<file path="config.mk">
export PLATFORM = sky130hd
export DESIGN_NAME = dm_store_merge
export DESIGN_NICKNAME = d
export VERILOG_FILES = /design/src/rtl/dm_store_merge.sv
export SDC_FILE = /design/constraint.sdc
export NUM_CORES = 1
export LEC_CHECK = 0
export ABC_AREA = 0
export BUFFER_PORTS_ARGS = -buffer_cell sky130_fd_sc_hd__clkbuf_2
export CORE_MARGIN = 2
export CORE_UTILIZATION = 52
export CTS_CLUSTER_DIAMETER = 150
export DETAILED_ROUTE_END_ITERATION = 8
export PLACE_DENSITY_LB_ADDON = 0.1
export SETUP_SLACK_MARGIN = 0.05
export SYNTH_ARGS = -nofsm -noshare
export SYNTH_HDL_FRONTEND = slang
export SYNTH_SLANG_ARGS = --single-unit
export TNS_END_PERCENT = 1
</file>
<file path="constraint.sdc">
create_clock -name clk -period 3.4 [get_ports clk]
set_input_delay 0.34 -clock clk [delete_from_list [all_inputs] [get_ports clk]]
set_output_delay 0.34 -clock clk [all_outputs]
set_load 0.01 [all_outputs]
</file>
<file path="src/rtl/dm_store_merge.sv">
// dm_store_merge: store-side front end of the data memory.
// The memory only writes whole 32-bit words, so sw is forwarded directly
// while sb/sh run a read-modify-write (IDLE -> MERGE -> WRITE).
// Loads pass straight through to the memory while IDLE.
// Optional build macro: DMST_MISALIGN_TRAP_EN
//   defined     : sh with cpu_addr[0]=1 is dropped and st_err pulses for one cycle
//   not defined : sh with cpu_addr[0]=1 is aligned down and st_err is tied 0
//
// Handshake: a store is taken in any cycle where st_req && st_ready. While
// st_ready is low (stall high) the request is not seen; upstream holds
// st_req/st_sel/cpu_addr/cpu_wdata steady until it is taken.
module dm_store_merge #(
  parameter int AW = 7,
  parameter int DW = 32
) (
  input  logic          clk,
  input  logic          rst,
  input  logic          st_req,
  input  logic [1:0]    st_sel,
  input  logic [AW+1:0] cpu_addr,
  input  logic [DW-1:0] cpu_wdata,
  input  logic [3:0]    cpu_ldsel,
  output logic          st_ready,
  output logic          stall,
  output logic          st_err,
  output logic [AW-1:0] dm_addr,
  output logic [1:0]    dm_byte,
  output logic [3:0]    dm_ldsel,
  output logic          dm_wr,
  output logic [DW-1:0] dm_din,
  input  logic [DW-1:0] dm_dout,
  output logic [1:0]    dbg_state
);

  localparam logic [1:0] S_IDLE  = 2'd0;
  localparam logic [1:0] S_MERGE = 2'd1;
  localparam logic [1:0] S_WRITE = 2'd2;

  logic [1:0]    r_state;
  logic [AW-1:0] r_addr;
  logic [1:0]    r_lane;
  logic          r_half;
  logic [15:0]   r_wdata;
  logic [DW-1:0] r_merged;

  logic          w_idle;
  logic          w_is_sw;
  logic          w_is_sb;
  logic          w_is_sh;
  logic          w_drop;
  logic          w_take_rmw;
  logic [1:0]    w_lane_in;
  logic [DW-1:0] w_merged;

  assign w_idle  = (r_state == S_IDLE);
  assign w_is_sw = (st_sel == 2'b00);
  assign w_is_sb = (st_sel == 2'b01);
  assign w_is_sh = (st_sel == 2'b10);

`ifdef DMST_MISALIGN_TRAP_EN
  logic w_sh_misaligned;
  assign w_sh_misaligned = w_is_sh & cpu_addr[0];
  // Misaligned halfword stores are refused and reported.
  assign w_drop = w_sh_misaligned;
  assign st_err = w_idle & st_req & w_sh_misaligned & ~rst;
`else
  // Misaligned halfword stores are aligned down via w_lane_in below.
  assign w_drop = 1'b0;
  assign st_err = 1'b0;
`endif

  // Halfword lanes are 0 or 2: address bit 0 is ignored for sh.
  assign w_lane_in  = w_is_sh ? {cpu_addr[1], 1'b0} : cpu_addr[1:0];
  assign w_take_rmw = w_idle & st_req & (w_is_sb | (w_is_sh & ~w_drop));

  // Old word from memory with the latched lane(s) replaced; no sign extension.
  always_comb begin
    w_merged = dm_dout;
    if (r_half) begin
      if (r_lane[1]) w_merged[31:16] = r_wdata[15:0];
      else           w_merged[15:0]  = r_wdata[15:0];
    end else begin
      case (r_lane)
        2'd0:    w_merged[7:0]   = r_wdata[7:0];
        2'd1:    w_merged[15:8]  = r_wdata[7:0];
        2'd2:    w_merged[23:16] = r_wdata[7:0];
        default: w_merged[31:24] = r_wdata[7:0];
      endcase
    end
  end

  // RMW sequencer: latch sb/sh in IDLE, capture merged word in MERGE, write in WRITE.
  always_ff @(posedge clk) begin
    if (rst) begin
      r_state  <= S_IDLE;
      r_addr   <= '0;
      r_lane   <= 2'b00;
      r_half   <= 1'b0;
      r_wdata  <= 16'h0000;
      r_merged <= '0;
    end else begin
      case (r_state)
        S_IDLE: begin
          if (w_take_rmw) begin
            r_addr  <= cpu_addr[AW+1:2];
            r_lane  <= w_lane_in;
            r_half  <= w_is_sh;
            r_wdata <= cpu_wdata[15:0];
            r_state <= S_MERGE;
          end
        end
        S_MERGE: begin
          r_merged <= w_merged;
          r_state  <= S_WRITE;
        end
        S_WRITE: begin
          r_state <= S_IDLE;
        end
        default: begin
          r_state <= S_IDLE;
        end
      endcase
    end
  end

  // Memory bus: CPU owns it in IDLE, the RMW owns it (as a lw read/write) otherwise.
  always_comb begin
    dm_addr  = r_addr;
    dm_byte  = 2'b00;
    dm_ldsel = 4'b0000;
    dm_wr    = 1'b0;
    dm_din   = r_merged;
    if (w_idle) begin
      dm_addr  = cpu_addr[AW+1:2];
      dm_byte  = cpu_addr[1:0];
      dm_ldsel = cpu_ldsel;
      dm_din   = cpu_wdata;
      dm_wr    = st_req & w_is_sw & ~rst;
    end else if (r_state == S_WRITE) begin
      dm_wr = ~rst;
    end
  end

  // Reset wins over an in-flight RMW, so the stall drops in the reset cycle.
  assign stall     = ~w_idle & ~rst;
  assign st_ready  = ~stall;
  assign dbg_state = r_state;

endmodule

</file>
==> results_dict.tcl <==
set metrics [dict create \
    dr_total_vias 2998 \
    crit_arrival_ns 2.10 \
    worstMarginPinSlew_ns 0.944 \
    status "finished clean" \
    syn_inst 362 \
    critPathCaptureType "output port" \
    synth.distinct_cells 30 \
    place_hpwl_um 6060 \
    peakVddDrop_mv 0.285 \
    p_leak_nw 1.98 \
    viasPerCell 5.34 \
    cts_inserted_buffers 9 \
    final_net_count 566 \
    startpoint_type "register" \
    drt_iter0_drc 154 \
    multi_input_area_um2 1850 \
    rr_startpoint "dbg_state[0]" \
    yosysTopAreaCellShare_pct 37.2 \
    io_pins 133 \
    clock_sinks 60 \
    cts_buffer_depth 2 \
    diodes 0 \
    post_cts.repair.setup_buffers 0 \
    period_share_pct 71.7 \
    grt_overflow 0 \
    r2r-end "r_wdata[11]" \
    die_h_um 82.9 \
    timing.fmax_mhz 410 \
    htree_levels 3 \
    p_per_area_nw_per_um2 417 \
    grt_util_all_layers_pct 24.1 \
    clk_pin_slew_worst_paths_ns 0.06 \
    cts_root_buf "clkbuf_8" \
    firstDrtPassIters 5 \
    syn_area_per_cell_um2 8.93 \
    grt_max_degree 31 \
    cap_violations 0 \
    synth_edf_count 0 \
    die-area_um2 6860 \
    setup_tns_ns 0 \
    fp.dieW_um 82.9 \
    post_drt_wl_per_cell_um 14.9 \
    hold_violations 0 \
    slew_viol_final 0 \
    grt_setup_unrepaired "no" \
    nFillCells 542 \
    hold_class "primary input to register" \
    critPathLaunch "dbg_state[0]" \
    crit_end "dm_din[31]" \
    min_period_ns 2.44 \
    place.gp.congestion 0.808 \
    critPathMaxFanout 28 \
    synth_top_cell_by_area "dfxtp_1" \
    yosysWarnings 0 \
    synth_area_leaders "dfxtp_1 37%, mux2_2 14%, mux2i_1 12%, nand2_1 8.7%, a21oi_1 6.8%" \
    synth-seq-cells 60 \
    critPathRequiredTime_ns 3.06 \
    max_slew_margin_pct 37.1 \
    critPathKind "register to output port" \
    synth_nets 446 \
    syn_area_um2 3230 \
    ctsResizeCount 0 \
    ys_seq_area_share_pct 37.2 \
    grt_pass1_wl_um 13500 \
    setup_viol 0 \
    start_util_pct 54.3 \
    grt_antenna_before_repair 0 \
    ant_nets 0 \
    post-place-ws_ns 1.28 \
    r2r_setup_slack_ns 1.29 \
    coreArea_um2 5960 \
    cts_hold_buffers 0 \
    first_global_vias 2807 \
    fin_ws_ns 0.962 \
    io_buffer_count 131 \
    drive_gt1_share_pct 40.1 \
    drc 0 \
    finClkSkew_ns 0.00559 \
    async_flop_share_pct 0 \
    rr_worst_depth 4 \
    cts_tree "done" \
    clock_latency_ns 0.33 \
    seq_area_um2 1200 \
    syn_to_final_growth_pct 24.7 \
    rows 28 \
    wl_um 8340 \
    ys.flop_type "dfxtp_1" \
]
per-layer routing:
metal,part of all wire (%),up-vias,GRT usage (%)
met3,6.1,10,4.08
met2,48,105,38.9
met5,0,-,0
li1,-,1509,-
met1,44,1374,32.6
met4,1.2,0,8.35
worst min-delay path by stage:
stage | endpoint | depth (start not counted) | start
final | r_wdata[2] | 3 | cpu_wdata[2]
after global routing | r_wdata[14] | 3 | cpu_wdata[14]
after CTS | r_wdata[9] | 3 | cpu_wdata[9]
after detailed placement | r_merged[23] | 2 | r_merged[23]
after global placement | r_merged[23] | 2 | r_merged[23]
after floorplan | r_merged[16] | 2 | r_merged[16]
cell usage in the layout (no fill, tap or decap), drive strengths merged:
cell      n
clkbuf  144
nand2    76
dfxtp    60
a21oi    45
mux2i    40
mux2     39
o21ai    18
a22o     16
and3      9
a211oi    8
inv       7
and2      6
buf       5
clkinv    3
ha        2
nor2      2
nand3     2
nor3      1
nand2b    1
nand3b    1
conb      1
through the flow:
step           hold slack (ns)  cell area (µm²)  util [%]  cells  power, mW
6_report                 0.245             4030      67.7    561       1.68
4_1_cts                  0.238             4030      67.7    561       1.69
5_1_grt                  0.252             4030      67.7    561       1.76
2_1_floorplan            0.421             3230         -    362       1.01
3_5_place_dp             0.444             3860      64.9    546       1.13
3_3_place_gp             0.433             3860      64.9    546       1.13
report_power, final:
part	total (mW)	switching (mW)	internal [mW]	leakage [nW]
Sequential	0.765	0.0294	0.736	0.488
Clock	0.564	0.266	0.299	0.0893
Combinational	0.353	0.183	0.170	1.40
Total	1.68	0.478	1.20	1.98
synthesized netlist by cell type (all sizes together) (2+ instances only):
cell type,count
a21oi,45
buf,20
a22o,16
nand3,2
dfxtp,60
and2,6
mux2,39
nor2,2
mux2i,40
clkbuf,7
o21ai,18
ha,2
a211oi,8
and3,9
nand2,76
inv,7
final cells by class:
class / instances / area share [%]
multi-input combinational: 267 / 45.8
sequential: 60 / 29.8
timing repair buffer: 136 / 17.2
clock buffer: 13 / 3.94
tap: 75 / 2.33
inverter: 8 / 0.745
clock inverter: 2 / 0.248
sequential cells by signal, summed over array words and instances (netlist names):
| register | flops |
|---|---|
| r_wdata | 16 |
| r_half | 1 |
| r_merged | 32 |
| dbg_state | 2 |
| r_addr | 7 |
| r_lane | 2 |
cell families (layout without fill, tap and decap cells):
kind of cell | after synthesis | after routing | share of synthesized area, %
mux | 79 | 79 | 26.0
buf+inv | 35 | 159 | 6.11
flops | 60 | 60 | 37.2
simple gates | 98 | 98 | 13.2
fa+ha+maj | 2 | 2 | 0.774
other cells | 1 | 1 | 0.116
compound gates | 87 | 87 | 16.6
critical path: stages, from the launching register on:
cell,delay [ns]
dfxtp_1,0.38
nor2_4,0.46
buf_4,0.41
mux2_2,0.37
clkbuf_2,0.13
Note: power is estimated with default switching activity, not from simulation.
